[src/rtl/onehot_encoder_ser.sv]
// Serialising one-hot/multi-hot line encoder: captures a line vector and emits the
// index of every set bit, lowest first, one code per valid/ready handshake.
module onehot_encoder_ser #(
    parameter int unsigned N = 4,
    parameter int unsigned W = 2
) (
    input  logic         clk,
    input  logic         rst_n,
    input  logic [N-1:0] D,
    input  logic         d_valid,
    output logic         d_ready,
    output logic [W-1:0] I,
    output logic         i_valid,
    input  logic         i_ready,
    output logic         i_last,
    output logic         multi,
    output logic         zero_err
);

    typedef enum logic [0:0] {StIdle, StEmit} state_e;

    state_e       state_q, state_d;
    logic [N-1:0] pend_q, pend_d;
    logic [W-1:0] code_q, code_d;
    logic         valid_q, valid_d;
    logic         last_q, last_d;
    logic         multi_q, multi_d;
    logic         zero_err_q, zero_err_d;
    logic [N-1:0] rem;

    function automatic logic [W-1:0] low_idx(input logic [N-1:0] v);
        logic [W-1:0] idx;
        idx = '0;
        // Scan downwards so the lowest set bit is the last one written.
        for (int i = N - 1; i >= 0; i--) begin
            if (v[i]) idx = W'(i);
        end
        return idx;
    endfunction

    function automatic logic single_bit(input logic [N-1:0] v);
        return (v != '0) && ((v & (v - N'(1))) == '0);
    endfunction

    always_comb begin
        state_d    = state_q;
        pend_d     = pend_q;
        code_d     = code_q;
        valid_d    = valid_q;
        last_d     = last_q;
        multi_d    = multi_q;
        zero_err_d = 1'b0;
        rem        = pend_q & ~(N'(1) << code_q);

        unique case (state_q)
            StIdle: begin
                if (d_valid) begin
                    if (D != '0) begin
                        state_d = StEmit;
                        pend_d  = D;
                        code_d  = low_idx(D);
                        valid_d = 1'b1;
                        last_d  = single_bit(D);
                        multi_d = !single_bit(D);
                    end else begin
                        zero_err_d = 1'b1;
                    end
                end
            end
            StEmit: begin
                if (i_ready) begin
                    if (last_q) begin
                        state_d = StIdle;
                        pend_d  = '0;
                        valid_d = 1'b0;
                        last_d  = 1'b0;
                        multi_d = 1'b0;
                    end else begin
                        pend_d = rem;
                        code_d = low_idx(rem);
                        last_d = single_bit(rem);
                    end
                end
            end
            default: state_d = StIdle;
        endcase
    end

    always_ff @(posedge clk or negedge rst_n) begin
        if (!rst_n) begin
            state_q    <= StIdle;
            pend_q     <= '0;
            code_q     <= '0;
            valid_q    <= 1'b0;
            last_q     <= 1'b0;
            multi_q    <= 1'b0;
            zero_err_q <= 1'b0;
        end else begin
            state_q    <= state_d;
            pend_q     <= pend_d;
            code_q     <= code_d;
            valid_q    <= valid_d;
            last_q     <= last_d;
            multi_q    <= multi_d;
            zero_err_q <= zero_err_d;
        end
    end

    assign d_ready  = (state_q == StIdle);
    assign I        = code_q;
    assign i_valid  = valid_q;
    assign i_last   = last_q;
    assign multi    = multi_q;
    assign zero_err = zero_err_q;

endmodule

[config.mk]
export PLATFORM = sky130hd
export DESIGN_NAME = onehot_encoder_ser
export DESIGN_NICKNAME = d
export VERILOG_FILES = /design/src/rtl/onehot_encoder_ser.sv
export SDC_FILE = /design/constraint.sdc
export NUM_CORES = 1
export LEC_CHECK = 0
export CAP_MARGIN = 5
export CORE_UTILIZATION = 35
export CTS_CLUSTER_DIAMETER = 200
export DETAILED_ROUTE_END_ITERATION = 16
export PLACE_DENSITY = 0.67
export SYNTH_ARGS = -nofsm -noshare
export SYNTH_HDL_FRONTEND = slang
export SYNTH_SLANG_ARGS = --single-unit
export TNS_END_PERCENT = 100
[constraint.sdc]
create_clock -name clk -period 1.5 [get_ports clk]
set_input_delay 0.3 -clock clk [delete_from_list [all_inputs] [get_ports clk]]
set_output_delay 0.3 -clock clk [all_outputs]
set_load 0.02 [all_outputs]
**Word-level counts from Yosys, hierarchy flattened**

Cells that the tools add are included.
Widths: inputs -> output; s select.

- Word-level logic and storage cells: 69
- Register bits: 11
- Output and inout port bits: 7
- Input port bits: 8

- Eq/ne operators: 5
- Shift operators: 1
- Muxes and demuxes: 39
- Reduce and logical (&&, ||, !) cells: 10
- Bitwise operators: 5
- Add/subtract/negate cells: 2

Operators by type and width:

| cell | number |
|---|---|
| $mux 2 | 12 |
| $mux 1 | 17 |
| $mux 4 | 4 |
| $and 4x4->4 | 3 |
| $logic_not 4->1 | 2 |
| $pmux 1 s2 | 4 |
| $pmux 4 s2 | 1 |
| $reduce_and 4->1 | 2 |
| $reduce_bool 4->1 | 2 |
| $sub 4x1->4 const B | 2 |
| $ne 2x2->1 const B | 3 |
| $ne 2x1->1 const B | 2 |
| $not 4->4 | 1 |
| $pmux 2 s2 | 1 |
| $shl 1x2->4 const A | 1 |
| $reduce_and 3->1 | 1 |
| $logic_and 1x1->1 | 2 |
| $logic_not 1->1 | 1 |
| $not 1->1 | 1 |

**Depth between registers and ports, before layout**

- Word-level depth: 10
- Mapped depth: 6
- Depth with buffers taken out: 5

**Least setup slack after synthesis**

OpenSTA, ideal clock, no wires.

- Path kind: reg2reg
- Start point: register code_q[1], in the netlist I[1]
- End point: register last_q, in the netlist i_last
- Cell stages (with the launch flop): 7
- Path buffers: 1
- Setup time: 0.077 ns
- Clock period less this slack: 1.460 ns
- Data arrival time: 1.382 ns
- Slack: 0.040 ns
- Data required time: 1.423 ns
- Cells stage by stage: dfrtp_1 buf_2 a21oi_1 nor2b_1 a2111oi_0 o211ai_1 a21oi_1

- Longest elaborated chain between the ends: 10
- Elaborated cells between the ends (all ways): 11
- Those cells by class: add/sub: 1; shift: 1; mux: 3; bitwise: 3; reduce/logical: 3

RTL lines:

| item | line | source |
|---|---|---|
| from (decl) | 24 | `logic [W-1:0] code_q, code_d;` |
| from (signal assigned) | 101 | `code_q <= code_d;` |
| $shl 1x2->4 * | 53 | `rem = pend_q & ~(N'(1) << code_q);` |
| $not 4->4 * | 53 |  |
| $and 4x4->4 * | 53 |  |
| $sub 4x1->4 | 42 | `return (v != '0) && ((v & (v - N'(1))) == '0);` |
| $and 4x4->4 | 42 |  |
| $logic_not 4->1 | 42 |  |
| $logic_and 1x1->1 * | 42 |  |
| $mux 1 * | 72 | `if (last_q) begin` |
| $mux 1 * | 71 | `if (i_ready) begin` |
| $pmux 1 s2 * | 55 | `unique case (state_q)` |
| to (signal assigned) | 103 | `last_q <= last_d;` |
| to (decl) | 26 | `logic last_q, last_d;` |

Every way passes the cells marked *; elsewhere a longest branch is shown, timed or not. The select of a mux whose other input is x is not followed.
A chain may end at the register's enable or synchronous reset.

**Final worst setup path**

- Start point: register code_q[0], in the netlist I[0]
- End point: output I[0]

RTL lines:

| item | line | source |
|---|---|---|
| to (decl) | 12 | `output logic [W-1:0] I,` |

No word-level cell between the ends.

==> impl_metrics.env <==
export IMPL_numCtsBuffers=3
export IMPL_tns_ns=0
export IMPL_core_region_area_um2=1962
export IMPL_synth_edff_count=0
export IMPL_clk_path_buf_depth=2
export IMPL_timing_rr_end="i_last"
export IMPL_synth_top_cell_by_area="dfrtp_1"
export IMPL_cpMaxStageDelayCell="dfrtp_1"
export IMPL_die_h_um=47.89
export IMPL_leakage_nw=0.5130
export IMPL_maxCapViolCount=0
export IMPL_drtIter0Drc=12
export IMPL_synth_top_area_share=0.3735
export IMPL_antenna_found_initial=0
export IMPL_drv_slew=0
export IMPL_p_per_area_nw_per_um2=1952
export IMPL_grt_max_degree=12
export IMPL_path_max_fanout=8
export IMPL_worst_slew_pin_slew_ns=0.5022
export IMPL_required_ns=1.20
export IMPL_worstSkewPairLatency_ns=0.27
export IMPL_synth_nets=99
export IMPL_max_freq_mhz=689.5
export IMPL_r2r_slack_ns=0.05
export IMPL_place_area_um2=1023
export IMPL_hp_class="in -> async"
export IMPL_ant_nets=0
export IMPL_finalHoldViolations=0
export IMPL_synthTopCellsByArea="dfrtp_1, nand2_1, a21oi_1, o21ai_0, nor2_1"
export IMPL_place_worst_setup_slack_ns=-0.3982
export IMPL_crit_arrival_ns=1.15
export IMPL_critPathMaxStageDelay_ns=0.50
export IMPL_cts_setup_buffers=0
export IMPL_peakVddDrop_uv=894.0
export IMPL_syn_area_per_cell_um2=8.098
export IMPL_timing_final_crit_share=0.9669
export IMPL_path_clk_slew_ns=0.07
export IMPL_outcome="complete, no violations"
export IMPL_fin_ws_ns=0.04972
export IMPL_vias_per_cell=5.289
export IMPL_min_period_ns=1.450
export IMPL_drt_pass1_iterations=4
export IMPL_synth_cells=91
export IMPL_criticalPathCategory="reg -> out"
export IMPL_initial_core_util=0.3756
export IMPL_die_area_um2=2293
export IMPL_yosysUniqueCellTypes=34
export IMPL_dp_hpwl_mm=1.497
export IMPL_fin_cells=149
export IMPL_synth_area_um2=737.0
export IMPL_grtUsageTotal=0.1950
export IMPL_tritoncts="built"
export IMPL_fin_total_pwr_mw=2.081
export IMPL_synthTopCellsByCount="dfrtp_1, nand2_1, a21oi_1, nor2_1, o21ai_0"
export IMPL_drive_above_1_share=0.2623
export IMPL_routed_via_count=788
export IMPL_startpoint_type="register"
export IMPL_n_fill_cell=203
export IMPL_drc=0
export IMPL_synth_ff_type="dfrtp_1"
export IMPL_synthToLayoutAreaGrowth_pct=44.65
export IMPL_dp_cells=145
export IMPL_seq_area_frac_synth=0.3735
export IMPL_endpoint_kind="output port"
export IMPL_synthArstFlopShare=1.000
export IMPL_worst_path_buf_inv=1
export IMPL_rows=16
export IMPL_boundaryPins=15
export IMPL_root_buffer="clkbuf_4"
export IMPL_die_w_um=47.89
export IMPL_crit_start="I[0]"
export IMPL_grt_ovfl_total=0
export IMPL_crit_family="flip-flops"
export IMPL_holdWs_ns=0.3560
export IMPL_clock_sinks=11
export IMPL_htreeDepth=1
export IMPL_r2r_start="I[1]"
export IMPL_wl_mm=1.900
export IMPL_cp_cell_sequence="dlygate4sd2_1"
export IMPL_grt_pass1_wl_mm=3.098
export IMPL_grt_pass1_vias=715
export IMPL_diodes=0
export IMPL_reg2reg_depth=5
export IMPL_finalClockSkew_ns=0.002841
export IMPL_port_buffers=14
export IMPL_crit_cells=1
export IMPL_slew_headroom=0.6642
export IMPL_yosys_register_bits=11
export IMPL_wire_per_inst_um=12.75
export IMPL_post_route_util=0.5434
export IMPL_setup_violations=0
export IMPL_gp_congestion=0.7916
export IMPL_rsz0062_at_grt="true"
export IMPL_nets=131
export IMPL_final_area_um2=1066
export IMPL_crit_end="I[0]"
export IMPL_yosys_warnings=0
==> metal layers <==
layer,up-vias,part of all wire,GRT usage
li1,390,-,-
met1,368,0.43,0.2426
met2,25,0.51,0.3378
met3,5,0.042,0.02264
met4,0,0.018,0.08333
met5,-,0,0
==> report_power, final <==
group / internal (mW) / leakage, nW / total, mW / switching, mW
Sequential: 0.426 / 0.134 / 0.594 / 0.168
Clock: 0.103 / 0.0150 / 0.210 / 0.106
Combinational: 0.604 / 0.364 / 1.28 / 0.673
Total: 1.13 / 0.513 / 2.08 / 0.948
==> logic make-up after synthesis <==
group                    after synthesis  synth area share
adder cells (fa/ha/maj)                1           0.01358
AO/OA/AOI/OAI                         35            0.3056
AND/OR/NAND/NOR                       33            0.2377
multiplexers                           1           0.01358
flip-flops                            11            0.3735
buffers and inverters                 10           0.05603
==> cell usage in the layout (no fill, tap or decap), types with 2 or more instances in the layout <==
cell type / synthesis / final
o21ai_1: 5 / 5
clkbuf_4: 0 / 3
a21o_1: 3 / 3
dfrtp_1: 11 / 10
nand2_1: 11 / 11
o21ai_0: 7 / 7
a21oi_2: 1 / 2
and2b_1: 2 / 2
inv_1: 5 / 4
a21oi_1: 7 / 6
clkdlybuf4s50_1: 0 / 3
nor2b_1: 3 / 3
buf_4: 0 / 17
dlygate4sd2_1: 0 / 10
nor2_1: 7 / 6
nor3_1: 2 / 2
a2111oi_2: 0 / 2
nand2b_1: 2 / 2
==> cell type report <==
class / count / area, um^2 / share of cell area
Clock buffer: 4 / 26.28 / 0.02465
Tap cell: 27 / 33.78 / 0.03169
Inverter: 5 / 21.27 / 0.01995
Sequential cell: 11 / 276.5 / 0.2594
Multi-Input combinational cell: 70 / 439.2 / 0.4120
Timing Repair Buffer: 32 / 269.0 / 0.2523
==> how the worst min path moves through the flow <==
stage | startpoint | endpoint | slack (ns) | cells past startpoint
3_3_place_gp | i_valid | i_valid | 0.47 | 1
5_1_grt | rst_n | zero_err | 0.40 | 1
6_report | rst_n | zero_err | 0.36 | 1
2_1_floorplan | rst_n | I[0] | 0.004 | 0
3_5_place_dp | i_valid | i_valid | 0.47 | 1
4_1_cts | rst_n | zero_err | 0.38 | 1
==> sequential cells by signal (all words and copies together), names as in the netlist <==
name      cells
zero_err      1
I             2
pend_q        4
multi         1
state_q       1
i_last        1
i_valid       1
==> what timing repair did <==
| action | in CTS | in global routing |
|---|---|---|
| pin swaps | 1 | 7 |
| hold buffers | 0 | 0 |
| setup endpoints to repair | 17 | 7 |
| gates resized for setup | 11 | 10 |
No activity file was read; power rests on OpenSTA's default activity.
==> RTL edit 1, RTL diff (same settings) <==
The parameter `N` goes from 4 to 2.
--- a/src/rtl/onehot_encoder_ser.sv
+++ b/src/rtl/onehot_encoder_ser.sv
@@ -1,7 +1,7 @@
 // Serialising one-hot/multi-hot line encoder: captures a line vector and emits the
 // index of every set bit, lowest first, one code per valid/ready handshake.
 module onehot_encoder_ser #(
-    parameter int unsigned N = 4,
+    parameter int unsigned N = 2,
     parameter int unsigned W = 2
 ) (
     input  logic         clk,
Interface: changed (resized D); port bits go from 15 to 13. The function was not compared with the original's and may differ.
==> RTL edit 1 against the original RTL <==
Sequential share of layout area up 6.3 points. Worst hold slack worse by 0.044 ns. Synthesized cell count down 56%. Total power down 47%. Sequential cell count down 3. Clock skew down 0.0022 ns. Count of clock-buffer cells in the layout down 1. Final cell count down 51%. Design area down 42%. Critical path depth unchanged. Synthesized area down 42%. First-iteration DRC count down 33%. Routed wire length down 60%. Worst setup slack worse by 0.011 ns.
==> RTL edit 1: results (changes against the original RTL) <==
[sta]
setup_slack_ns = 0.0389  ; -0.0109 ns
finClkSkew_ns = 0.000594  ; -0.00225 ns
whs_ns = 0.312  ; -0.0436 ns

[yosys]
synth_fa_ha_area_frac = 0.0588  ; +0.0452
seq_area_frac_synth = 0.471  ; +0.0971
synthCells = 40  ; -56%
synth_area_leaders = dfrtp_1 47%, ha_1 5.9%, nand3_1 4.7%, mux2_4 3.5%, nand2_1 3.5%
synth_cell_type_count = 23  ; -32%
synth_compound_area_frac = 0.135  ; -0.170
synth_common_cells = 8 x dfrtp_1, 4 x nand2_1, 4 x nand3_1, 3 x inv_1
synth_nets = 48  ; -52%
synthMuxAreaShare = 0.0853  ; +0.0717

[routing]
wire_per_inst_um = 10.5  ; -18%
finalWirelength_um = 767  ; -60%
drt_iter0_drc = 8  ; -4
viasPerCell = 4.88  ; -7.8%
drt-met1-wl_um = 352  ; -57%
wl_met2_um = 360  ; -63%
dr_wl_met3_um = 33  ; -59%

[placement]
dp_slack_ns = -0.470  ; -0.0720 ns
dp_hpwl_um = 598  ; -60%
place_area_um2 = 587  ; -43%
gp_congestion = 0.758  ; -4.3%
portBuffers = 11  ; -3
placedCellCount = 70  ; -52%

[critical_path]
startpoint = zero_err
path_delay_family = buffers and inverters
critPathMaxStageDelay_ns = 0.59  ; +0.09 ns
worstReg2RegStart = state_q
endpoint = zero_err
r2r-end = I[0]
cp_max_fo = 1  ; -7
cpMaxStageDelayCell = clkdlybuf4s50_1
r2r_slack_ns = 0.17  ; +0.12 ns
r2r_cells = 4  ; -1

[pwr]
intPower_w = 0.000698  ; -38%
p_per_area_nw_per_um2 = 1780  ; -8.6%
p_clk_w = 0.000165  ; -21%
p_leak_nw = 0.327  ; -36%
switchingPower_w = 0.000412  ; -57%
ir_drop_mv = 0.802  ; -10%
seq_power_share = 0.327  ; +0.041

[global_routing]
gr-usage-met1 = 0.198  ; -0.0449
grt_pass1_vias = 338  ; -53%
met3_usage = 0.0610  ; +0.0383
use_met2 = 0.223  ; -0.115
grt_pass1_wl_um = 1440  ; -54%
grtUsageTotal = 0.164  ; -0.0310
grt_max_degree = 10  ; -2

[clock_network]
cts_buffers = 3  ; unchanged
clk_latency_ns = 0.25  ; -0.02 ns
htreeDepth = 1  ; unchanged
cts_root_buf = clkbuf_4
clk_pin_slew_ns = 0.05  ; -0.02 ns

[final_layout]
fill_cells = 110  ; -46%
drive_gt1_frac = 0.271  ; +0.00889
final_nets = 69  ; -47%

[run_status]
outcome = completed

## RTL edit 1: cell count changes in the layout (fill, tap and decap cells not counted), sizes merged, moves of 4 or more
cell         unedited run  this run
nand2                  11         4
nor2                    7         0
buf                    18         7
o21ai                  13         3
a21oi                   8         0
dlygate4sd2            10         6
## RTL edit 1: timing repair
item	in CTS	in global routing
resized for setup	10	1
setup endpoints to repair	10	2
setup buffers	0	0
pin swaps	2	1
## RTL edit 1: cell type report
class | count | area, µm² | share of cell area
clock buffers | 3 | 22.5 | 0.0362
inverters | 3 | 11.3 | 0.0181
multi-input cells | 27 | 209 | 0.336
flip-flops and latches | 8 | 200 | 0.322
well taps | 14 | 17.5 | 0.0282
repair buffers | 18 | 161 | 0.260
## RTL edit 1: logic make-up after synthesis
family          after synthesis
compound gates                8
fa+ha+maj                     2
buf+inv                       5
flops                         8
mux                           3
other cells                   1
simple gates                 13
==> RTL edit 2, RTL diff (same flow settings) <==
Made on the original files. Register the output `zero_err` once more, cleared by the reset; this adds one clock of latency there. The other outputs are not delayed to match.
--- a/src/rtl/onehot_encoder_ser.sv
+++ b/src/rtl/onehot_encoder_ser.sv
@@ -111,7 +111,13 @@
     assign i_valid  = valid_q;
     assign i_last   = last_q;
     assign multi    = multi_q;
-    assign zero_err = zero_err_q;
+    always_ff @(posedge clk or negedge rst_n) begin
+        if (!rst_n) begin
+            zero_err <= '0;
+        end else begin
+            zero_err <= zero_err_q;
+        end
+    end
 
 endmodule
 
Check against the original RTL: not equivalent (Yosys sat finds a counterexample within 4 cycles, from zero or initial values and one cycle with rst_n low).
==> RTL edit 2 against the original RTL <==
Total power grew 12%. Sequential cell count increased by 1. Synthesized area up 7.3%. Design area grew 7.7%. Via count increased by 3.9%. Combinational power increased by 13%. Non-clock buffer count increased by 2. Routed wire length up 15%. Worst setup slack got worse by 0.046 ns.
==> RTL edit 2: results (changes against the original RTL) <==
[sta]
setup_slack_ns = 0.00367  ; -0.0460 ns
relSlewSlack = 0.642  ; -0.0224
finClkSkew_ns = 0.00701  ; +0.00417 ns
whs_ns = 0.344  ; -0.0118 ns

[routing]
drt_iter0_drc = 24  ; +12
viasPerCell = 5.32  ; +0.56%
wire_per_inst_um = 14.1  ; +11%

[pwr]
ir_drop_mv = 1.45  ; +62%

[final_layout]
instances_no_fill = 154  ; +3.4%
fill_cells = 197  ; -3.0%
multi_input_area_um2 = 463  ; +5.4%
drive_gt1_frac = 0.299  ; +0.0369

[global_routing]
met3_usage = 0.0370  ; +0.0144
grt_max_degree = 13  ; +1
grtUsageTotal = 0.183  ; -0.0116
use_met2 = 0.333  ; -0.00450
grt_pass1_wl_um = 3390  ; +9.3%

[critical_path]
path_delay_family = simple AND/OR/NAND/NOR gates
cp_data_arrival_time_ns = 1.66  ; +0.51 ns
worstReg2RegStart = pend_q[0]
cp_max_fo = 5  ; -3
startpoint = D[3]
critPathMaxStageDelay_ns = 0.53  ; +0.03 ns
r2r_slack_ns = 0.02  ; -0.03 ns
cpMaxStageDelayCell = or4_4

[min_path]
hold_class = flop to flop

[placement]
dp_slack_ns = -0.495  ; -0.0973 ns
dp_hpwl_um = 1630  ; +9.2%
gp_congestion = 0.799  ; +0.96%
placedCellCount = 149  ; +2.8%
place_area_um2 = 1070  ; +4.8%

[yosys]
seq_area_frac_synth = 0.380  ; +0.00623
synth_nets = 105  ; +6.1%
synth_area_leaders = dfrtp_1 38%, o21ai_0 6.3%, nand2_1 5.2%, a21oi_1 4.4%, inv_1 3.3%
synth_common_cells = 12 x dfrtp_1, 11 x nand2_1, 10 x o21ai_0
syn_avg_cell_area_um2 = 8.15  ; +0.66%

[run_status]
outcome = completed

==> RTL edit 2: report_power, final <==
group | total (W) | switching [W] | internal (W)
Clock | 0.000250 | 0.000102 | 0.000148
Combinational | 0.00145 | 0.000779 | 0.000673
Sequential | 0.000630 | 0.000168 | 0.000462
==> RTL edit 2: logic make-up (layout without fill, tap and decap cells) <==
family          Yosys count  after routing  synth area share
simple gates             32             32             0.206
buf+inv                  15             45            0.0823
compound gates           36             36             0.309
mux                       1              1            0.0127
xor+xnor                  1              1            0.0111
flops                    12             12             0.380
==> RTL edit 2: final timing paths <==
kind,endpoint,cells past startpoint
setup / recovery,i_last,6
hold / removal,zero_err,0
setup reg to reg,i_last,5
hold reg to reg,zero_err,0
max in group asynchronous,pend_q[2],1
min in group asynchronous,pend_q[1],1
==> RTL edit 2: worst reg2reg max path, stage by stage, from the launching register on <==
cell and delay [ns]:
dfrtp_1 0.46, nor3_1 0.20, a211oi_1 0.07, o21ai_1 0.27, a2111oi_4 0.11, a221o_1 0.27
==> RTL edit 2: cell type report <==
class / instances / area share
sequential: 12 / 0.265
timing repair buffer: 34 / 0.248
clock buffer: 4 / 0.0316
multi-input combinational: 70 / 0.403
inverter: 7 / 0.0229
tap: 27 / 0.0294
==> RTL edit 2: routing by layer <==
layer	wire, µm	share of wire
met1	933	0.43
met2	1130	0.52
met3	69	0.032
met4	48	0.022
met5	0	0
==> RTL edit 2: timing repair <==
item | CTS | global route
buffers inserted | 1 | 0
setup endpoints to repair | 17 | 4
resized for setup | 18 | 8
pin swaps | 2 | 3
